### src/rtl/neuron_mac_if.sv
// Handshake bundle between the x/weight feeder, the neuron core and the output stage.
// The feeder/output side uses master; the core uses slave.
interface neuron_mac_if #(
  parameter int DATA_W = 8,
  parameter int ACC_W  = 20
);
  logic                     in_valid;
  logic                     in_ready;
  logic signed [DATA_W-1:0] x;
  logic signed [DATA_W-1:0] weight;
  logic signed [DATA_W-1:0] bias;
  logic                     out_valid;
  logic                     out_ready;
  logic signed [DATA_W-1:0] y;
  logic signed [ACC_W-1:0]  acc;
  logic                     sat;

  modport master (
    output in_valid, x, weight, bias, out_ready,
    input  in_ready, out_valid, y, acc, sat
  );

  modport slave (
    input  in_valid, x, weight, bias, out_ready,
    output in_ready, out_valid, y, acc, sat
  );
endinterface

### src/rtl/neuron_mac.sv
// Multi-input neuron core: accumulates N_INPUTS signed x*weight beats, adds a bias,
// applies optional ReLU and saturates the result to DATA_W.
module neuron_mac #(
  parameter int DATA_W   = 8,
  parameter int N_INPUTS = 4,
  parameter int ACC_W    = 20,
  parameter bit RELU_EN  = 1'b1
) (
  input logic         clk,
  input logic         rst,
  neuron_mac_if.slave bus
);
  localparam int CNT_W = $clog2(N_INPUTS + 1);
  localparam logic [CNT_W-1:0]        LAST_CNT = CNT_W'(N_INPUTS - 1);
  localparam logic signed [ACC_W-1:0] Y_MAX    = ACC_W'((2 ** (DATA_W - 1)) - 1);
  localparam logic signed [ACC_W-1:0] Y_MIN    = ~Y_MAX;

  typedef enum logic [1:0] {S_IDLE, S_ACCUM, S_FINISH, S_HOLD} state_t;

  state_t                   r_state;
  state_t                   w_next;
  logic [CNT_W-1:0]         r_cnt;
  logic signed [ACC_W-1:0]  r_acc_sum;
  logic signed [ACC_W-1:0]  r_acc;
  logic signed [DATA_W-1:0] r_bias;
  logic signed [DATA_W-1:0] r_y;
  logic                     r_out_valid;
  logic                     r_sat;

  logic                       w_in_ready;
  logic                       w_accept;
  logic                       w_release;
  logic signed [2*DATA_W-1:0] w_prod;
  logic signed [ACC_W-1:0]    w_prod_ext;
  logic signed [ACC_W-1:0]    w_sum;
  logic signed [ACC_W-1:0]    w_relu;
  logic signed [ACC_W-1:0]    w_clip;

  // Full-precision product; ACC_W is sized so the running sum can never wrap.
  assign w_prod     = (2*DATA_W)'(bus.x) * (2*DATA_W)'(bus.weight);
  assign w_prod_ext = ACC_W'(w_prod);
  assign w_sum      = r_acc_sum + ACC_W'(r_bias);
  assign w_relu     = (RELU_EN && w_sum[ACC_W-1]) ? '0 : w_sum;
  assign w_clip     = (w_relu > Y_MAX) ? Y_MAX : ((w_relu < Y_MIN) ? Y_MIN : w_relu);

  assign w_accept  = bus.in_valid && w_in_ready;
  assign w_release = (r_state == S_HOLD) && bus.out_ready;

  always_comb begin
    // NOTE: every output of this block gets a default first, so no branch can infer a latch.
    w_next     = r_state;
    w_in_ready = 1'b0;
    case (r_state)
      S_IDLE: begin
        w_in_ready = 1'b1;
        if (bus.in_valid) w_next = (N_INPUTS == 1) ? S_FINISH : S_ACCUM;
      end
      S_ACCUM: begin
        w_in_ready = 1'b1;
        if (bus.in_valid && (r_cnt == LAST_CNT)) w_next = S_FINISH;
      end
      S_FINISH: w_next = S_HOLD;
      S_HOLD:   if (bus.out_ready) w_next = S_IDLE;
      default:  w_next = S_IDLE;
    endcase
  end

  // NOTE: all state uses non-blocking assignments so every register samples pre-edge values.
  always_ff @(posedge clk or negedge rst) begin
    if (!rst) r_state <= S_IDLE;
    else      r_state <= w_next;
  end

  always_ff @(posedge clk or negedge rst) begin
    if (!rst) begin
      r_cnt       <= '0;
      r_acc_sum   <= '0;
      r_bias      <= '0;
      r_acc       <= '0;
      r_y         <= '0;
      r_sat       <= 1'b0;
      r_out_valid <= 1'b0;
    end else begin
      if (w_accept) begin
        if (r_state == S_IDLE) begin
          r_acc_sum <= w_prod_ext;
          r_bias    <= bus.bias;
          r_cnt     <= CNT_W'(1);
        end else begin
          r_acc_sum <= r_acc_sum + w_prod_ext;
          r_cnt     <= r_cnt + CNT_W'(1);
        end
      end
      if (r_state == S_FINISH) begin
        r_acc       <= w_sum;
        r_y         <= w_clip[DATA_W-1:0];
        r_sat       <= (w_relu != w_clip);
        r_out_valid <= 1'b1;
      end
      // y/acc/sat deliberately keep their last values after the result is taken.
      if (w_release) begin
        r_out_valid <= 1'b0;
        r_acc_sum   <= '0;
        r_cnt       <= '0;
      end
    end
  end

  assign bus.in_ready  = w_in_ready;
  assign bus.out_valid = r_out_valid;
  assign bus.y         = r_y;
  assign bus.acc       = r_acc;
  assign bus.sat       = r_sat;
endmodule

### src/flat_wrapper.sv
// flat-port wrapper written by rule: the top's interface ports become plain ports
module neuron_mac_flat 
#(
  parameter int DATA_W   = 8,
  parameter int N_INPUTS = 4,
  parameter int ACC_W    = 20,
  parameter bit RELU_EN  = 1'b1
)
  (clk, rst, bus_in_valid, bus_x, bus_weight, bus_bias, bus_out_ready, bus_in_ready, bus_out_valid, bus_y, bus_acc, bus_sat);
  neuron_mac_if #(.DATA_W(DATA_W), .ACC_W(ACC_W)) bus_i ();
  input logic clk;
  input logic rst;
  input wire logic [$bits(bus_i.in_valid)-1:0] bus_in_valid;
  input wire logic [$bits(bus_i.x)-1:0] bus_x;
  input wire logic [$bits(bus_i.weight)-1:0] bus_weight;
  input wire logic [$bits(bus_i.bias)-1:0] bus_bias;
  input wire logic [$bits(bus_i.out_ready)-1:0] bus_out_ready;
  output wire logic [$bits(bus_i.in_ready)-1:0] bus_in_ready;
  output wire logic [$bits(bus_i.out_valid)-1:0] bus_out_valid;
  output wire logic [$bits(bus_i.y)-1:0] bus_y;
  output wire logic [$bits(bus_i.acc)-1:0] bus_acc;
  output wire logic [$bits(bus_i.sat)-1:0] bus_sat;
  assign bus_i.in_valid = bus_in_valid;
  assign bus_i.x = bus_x;
  assign bus_i.weight = bus_weight;
  assign bus_i.bias = bus_bias;
  assign bus_i.out_ready = bus_out_ready;
  assign bus_in_ready = bus_i.in_ready;
  assign bus_out_valid = bus_i.out_valid;
  assign bus_y = bus_i.y;
  assign bus_acc = bus_i.acc;
  assign bus_sat = bus_i.sat;
  neuron_mac #(.DATA_W(DATA_W), .N_INPUTS(N_INPUTS), .ACC_W(ACC_W), .RELU_EN(RELU_EN)) u_core (.clk(clk), .rst(rst), .bus(bus_i));
endmodule
### config.mk
export PLATFORM = sky130hd
export DESIGN_NAME = neuron_mac_flat
export DESIGN_NICKNAME = d
export VERILOG_FILES = /design/src/rtl/neuron_mac_if.sv /design/src/rtl/neuron_mac.sv /design/src/flat_wrapper.sv
export SDC_FILE = /design/constraint.sdc
export NUM_CORES = 1
export LEC_CHECK = 0
export ABC_AREA = 1
export CORE_MARGIN = 2
export CORE_UTILIZATION = 25
export CTS_BUF_LIST = sky130_fd_sc_hd__clkbuf_2 sky130_fd_sc_hd__clkbuf_4 sky130_fd_sc_hd__clkbuf_8
export DETAILED_ROUTE_END_ITERATION = 8
export GPL_ROUTABILITY_DRIVEN = 1
export PLACE_DENSITY_LB_ADDON = 0.3
export SLEW_MARGIN = 10
export SYNTH_ARGS = -nofsm -noshare
export SYNTH_HDL_FRONTEND = slang
export SYNTH_SLANG_ARGS = --single-unit
### constraint.sdc
create_clock -name clk -period 5.8 [get_ports clk]
set_input_delay 1.74 -clock clk [delete_from_list [all_inputs] [get_ports clk]]
set_output_delay 1.74 -clock clk [all_outputs]
set_load 0.01 [all_outputs]
## After elaboration in Yosys (flattened, before gate mapping)

Cells that the tools add are included.

| word-level totals | value |
|---|---|
| ROM bits | 0 |
| input bits | 28 |
| memory bits (writable) | 0 |
| memories | 0 |
| word-level logic and storage cells | 47 |
| latch bits | 0 |
| flip-flop bits (word level) | 63 |
| output and inout bits | 31 |

| cells by class | value |
|---|---|
| $add $sub $neg | 3 |
| equal/unequal tests | 8 |
| order comparisons | 2 |
| mux-type cells | 16 |
| multipliers | 1 |
| reduce and logical (&&, ||, !) cells | 9 |
| bitwise logic cells | 0 |
| shift operators | 0 |
| div/mod/pow operators | 0 |

Operator list:

| operator | count |
|---|---|
| 20-bit 2-to-1 mux | 5 |
| 20-bit by 16-bit adder with 20-bit output | 1 |
| 20-bit by 8-bit adder with 20-bit output | 1 |
| 20-bit by 8-bit > comparator with 1-bit output (second input constant) | 1 |
| 20-bit by 8-bit < comparator with 1-bit output (second input constant) | 1 |
| 20-bit != test | 1 |
| 19-bit 2-to-1 mux | 1 |
| 8-bit by 8-bit multiplier with 16-bit output | 1 |
| 3-bit 2-to-1 mux | 3 |
| 2-bit case mux with 4 select lines | 1 |
| 2-bit 2-to-1 mux | 3 |
| 2-bit equality test (second input constant) | 2 |
| 2-bit != test (second input constant) | 2 |
| 2-bit nonzero test | 2 |
| 3-bit by 1-bit adder with 3-bit output (second input constant) | 1 |
| 3-bit by 2-bit equality test with 1-bit output (second input constant) | 1 |
| 1-bit logical AND | 3 |
| 1-bit 2-to-1 mux | 3 |
| 3-bit AND reduction | 1 |
| 2-bit by 1-bit equality test with 1-bit output (second input constant) | 1 |
| 2-bit zero test | 1 |
| 2-bit by 1-bit != test with 1-bit output (second input constant) | 1 |
| 2-bit AND reduction | 1 |
| 2-bit OR reduction | 1 |

## Longest topological paths before layout

| depth | value |
|---|---|
| depth after elaboration | 6 |
| gate-level depth with buffers | 31 |
| gate-level depth less buffers | 30 |

## Least setup slack after synthesis

No wires, ideal clock.

| path | value |
|---|---|
| kind | input port to flip-flop |
| from | input port bus_x[0] |
| to | register u_core.r_acc_sum[19] |
| cell stages on the path | 28 |
| setup slack | -0.902 ns |
| path buffers | 1 |
| library setup time | 0.117 ns |
| required time | 5.683 ns |
| data arrival time | 6.585 ns |
| cells stage by stage | clkbuf_1 > or2_2 > fa_1 > fa_1 > inv_1 > fa_1 > inv_1 > fa_1 > inv_1 > ha_1 > inv_1 > nor3_1 > nand3_1 > nand3_1 > inv_1 > nand2_1 > nand2_1 > ha_1 > nand2_1 > nor2_1 > and2_1 > nand4_1 > nand3_1 > nand2_1 > nand3_1 > nand2_1 > nand3_1 > nand2_1 |

| between the ends | value |
|---|---|
| longest elaborated chain between the ends | 5 |

RTL lines:

| item | RTL line | RTL |
|---|---|---|
| start: declaration | flat_wrapper.sv:14 | `input wire logic [$bits(bus_i.x)-1:0] bus_x;` |
| 8-bit by 8-bit multiplier with 16-bit output (*) | neuron_mac.sv:40 | `assign w_prod = (2*DATA_W)'(bus.x) * (2*DATA_W)'(bus.weight);` |
| 20-bit by 16-bit adder with 20-bit output | neuron_mac.sv:90 | `r_acc_sum <= r_acc_sum + w_prod_ext;` |
| 20-bit 2-to-1 mux (*) | neuron_mac.sv:85 | `if (r_state == S_IDLE) begin` |
| 20-bit 2-to-1 mux (*) | neuron_mac.sv:84 | `if (w_accept) begin` |
| 20-bit 2-to-1 mux (*) | neuron_mac.sv:101 | `if (w_release) begin` |
| end signal: assignment | neuron_mac.sv:86 | `r_acc_sum <= w_prod_ext;` |
| end signal: assignment | neuron_mac.sv:90 |  |
| end: declaration | neuron_mac.sv:23 | `logic signed [ACC_W-1:0] r_acc_sum;` |

Every way passes the cells marked *; elsewhere a longest branch is shown, timed or not. The select of a mux whose other input is x is not followed.
A chain may end at the register's enable or synchronous reset.

## Worst setup path after layout

| path | value |
|---|---|
| from | input port bus_weight[2] |
| to | register u_core.r_acc_sum[18] |

| between the ends | value |
|---|---|
| longest elaborated chain between the ends | 5 |

RTL lines:

| item | RTL line | RTL |
|---|---|---|
| start: declaration | flat_wrapper.sv:15 | `input wire logic [$bits(bus_i.weight)-1:0] bus_weight;` |
| 8-bit by 8-bit multiplier with 16-bit output (*) | neuron_mac.sv:40 |  |
| 20-bit by 16-bit adder with 20-bit output | neuron_mac.sv:90 |  |
| 20-bit 2-to-1 mux (*) | neuron_mac.sv:85 |  |
| 20-bit 2-to-1 mux (*) | neuron_mac.sv:84 |  |
| 20-bit 2-to-1 mux (*) | neuron_mac.sv:101 |  |

Marked as above.

==> run_results.csv <==
group,metric,value,unit
layout,n_antenna_cell,0,
grt,grt_max_degree,64,
clock_network,numCtsBuffers,9,
timing,layout_min_cycle_time,6180,ps
placed_design,place_congestion,0.932,
yosys,async_flop_share,100,%
setup_path,worstSetupPathType,"in -> reg",
clock_network,cts_tree,"done",
grt,grt_use_total,13.3,%
clock_network,cts_sinks,63,
yosys,synth_area_leader_cell,"dfrtp_1",
die,die_y,179,um
grt,grt_pass1_wl,34500,um
yosys,ys_types,44,
grt,antenna_found_initial,0,
timing,finalHoldViolations,0,
yosys,synth_ff_type,"dfrtp_1",
timing,drv_slew,0,
clock_network,clkLatencyLatePin,350,ps
yosys,ys_seq_area_share,20.6,%
clock_network,root_buffer,"clkbuf_8",
yosys,synth_top_area_share,20.6,%
timing,max_slew_margin,44.9,%
job,cap_violations,0,
grt,grt_pass1_vias,7217,
yosys,ys_ff_latch,63,
layout,layout-drive-gt1-share,29.2,%
setup_path,cp_slowest_cell,"fa_2",
yosys,syn_inst,1099,
timing,rsz0062_at_grt,"yes",
yosys,yosysWarnings,0,
setup_path,worst_setup_path_start_kind,"primary input",
layout,syn_to_final_growth,41.7,%
placed_design,port_buffers,58,
layout,regArea,1580,um2
detailed_routing,vias,7332,
status,status,"complete, but fails checks",
layout,final_cell_mix,"271 x nand2_1, 191 x inv_1, 112 x buf_4",
layout,fin_nets,1426,
detailed_routing,antenna_left,0,
detailed_routing,via_per_inst,4.40,
detailed_routing,drc,0,
clock_network,max-clock-path-buffers,2,
timing,skew,9.22,ps
setup_path,worst-path-max-fanout,4,
timing,period_share,106,%
die,core_area,30300,um2
yosys,syn_nets,1258,
detailed_routing,dr.pass1.iters,4,
timing,setup_ws,-375,ps
setup_path,cp-end-kind,"register",
timing,setup_viol,12,
status,violations,"negative setup slack",
min_path,hold_class,"reg -> reg",
die,start_util,25.2,%
timing,worst_pin_slew,822,ps
die,dieArea,32000,um2
yosys,synth_area_leaders,"dfrtp_1 21%, nand2_1 16%, fa_1 15%, ha_1 12%, inv_1 11%",
setup_path,worstPathRequired,6090,ps
layout,num-fill-cells,3181,
grt,gr-total-overflow,0,
die,rows,64,
setup_path,critical_path_arrival,6470,ps
setup_path,slowest_delay,610,ps
die,die_w,179,um
placed_design,place_hpwl,16800,um
timing,fmax,162,MHz
yosys,synth-edff-count,0,
detailed_routing,wl,20800,um
die,ios,59,
detailed_routing,post_drt_wl_per_cell,12.5,um
timing,hold_ws,477,ps
clock_network,clk_pin_slew_worst_paths,70,ps
yosys,avgSynthCellArea,6.97,um2
yosys,syn_area,7660,um2
clock_network,htreeDepth,3,
layout,multiInputGateArea,6130,um2
setup_path,critical_path.most_common_cell,"inv_2",
layout,final_common_cell,"nand2_1",
detailed_routing,drt_iter0_drc,351,
cell families after synthesis:
family | Yosys count | synth area share, %
and+or+nand+nor | 476 | 25.9
buffers and inverters | 262 | 12.9
AOI/OAI and AO/OA | 139 | 10.1
adders and majority gates | 131 | 27.0
DFF | 63 | 20.6
xor gates and xnor gates | 20 | 2.29
muxes | 8 | 1.18
metrics by stage:
stage | utilization [%] | area, um2 | std cells | setup slack [ps] | setup TNS [ps]
finish | 35.8 | 10900 | 1668 | -375 | -3090
global route | 35.8 | 10900 | 1668 | -631 | -5850
CTS | 34.3 | 10400 | 1658 | -458 | -3950
detailed placement | 32.4 | 9820 | 1626 | -1490 | -16710
global placement | 32.4 | 9820 | 1626 | -1410 | -16040
floorplan | - | 8240 | 1099 | -383 | -2730
state kept, by name (all words and copies together), names as in the netlist:
| register | flops |
|---|---|
| u_core.bus.acc | 20 |
| u_core.r_acc_sum | 20 |
| u_core.bus.y | 8 |
| u_core.r_bias | 8 |
| u_core.r_cnt | 3 |
| u_core.r_state | 2 |
| u_core.bus.out_valid | 1 |
| u_core.bus.sat | 1 |
cell usage after synthesis (2+ instances only):
library cell	n
nor4_1	2
inv_1	232
inv_2	2
nor3_1	8
nand3_1	47
fa_1	57
o21bai_1	5
a21o_1	2
dfrtp_1	63
a31oi_1	6
xnor2_1	10
ha_1	74
nand2_1	318
a32o_1	3
nand2_2	2
or2_2	3
o211ai_1	2
nand3b_1	9
nand4_1	11
nand3_2	3
a21oi_1	57
xor2_1	10
o21ai_0	51
buf_2	4
o21ai_1	2
mux2_2	8
clkbuf_1	22
a21boi_0	3
nor2_2	3
nor2_1	66
area by class of cell:
class,count,share of cell area [%]
inverters,235,8.27
flip-flops and latches,63,14.5
clock buffers,12,1.35
well taps,396,4.56
clock inverters,4,0.207
multi-input cells,774,56.4
repair buffers,184,14.6
worst paths after layout:
| check | to | slack, ps | startpoint | cells after the start |
|---|---|---|---|---|
| max | u_core.r_acc_sum[18]$_DFFE_PN0P_ | -380 | bus_weight[2] | 29 |
| min in group asynchronous | u_core.bus.y[7]$_DFFE_PN0P_ | 1550 | rst | 2 |
| max reg2reg | u_core.r_acc_sum[15]$_DFFE_PN0P_ | 2850 | u_core.r_state[0]$_DFFE_PN0P_ | 11 |
| min reg2reg | u_core.bus.acc[1]$_DFFE_PN0P_ | 480 | u_core.bus.acc[1]$_DFFE_PN0P_ | 2 |
| min | u_core.bus.acc[1]$_DFFE_PN0P_ | 480 | u_core.bus.acc[1]$_DFFE_PN0P_ | 2 |
| max in group asynchronous | u_core.bus.acc[16]$_DFFE_PN0P_ | 3740 | rst | 2 |
worst max-delay path: cells and delay by family:
family | cells | cell delay, ps
buffers and inverters | 10 | 690
AND/OR/NAND/NOR | 11 | 920
XOR/XNOR | 1 | 170
AO/OA/AOI/OAI | 1 | 220
adder cells (fa/ha/maj) | 6 | 2730
per-layer routing:
metal | vias to the layer above | GRT usage (%) | part of all wire, %
li1 | 3745 | - | -
met1 | 3461 | 16.9 | 47
met2 | 100 | 23.9 | 48
met3 | 26 | 1.06 | 2.3
met4 | 0 | 4.13 | 2.3
met5 | - | 0 | 0
repair_timing:
item / CTS / global route
pin swaps: 60 / 89
resized for setup: 155 / 120
setup buffers: 16 / 13
hold buffers: 0 / 0
setup endpoints to repair: 14 / 14
Power is left out: the tool's default activity adds up to more than one toggle a clock period on the data nets, which glitch-free logic cannot reach.
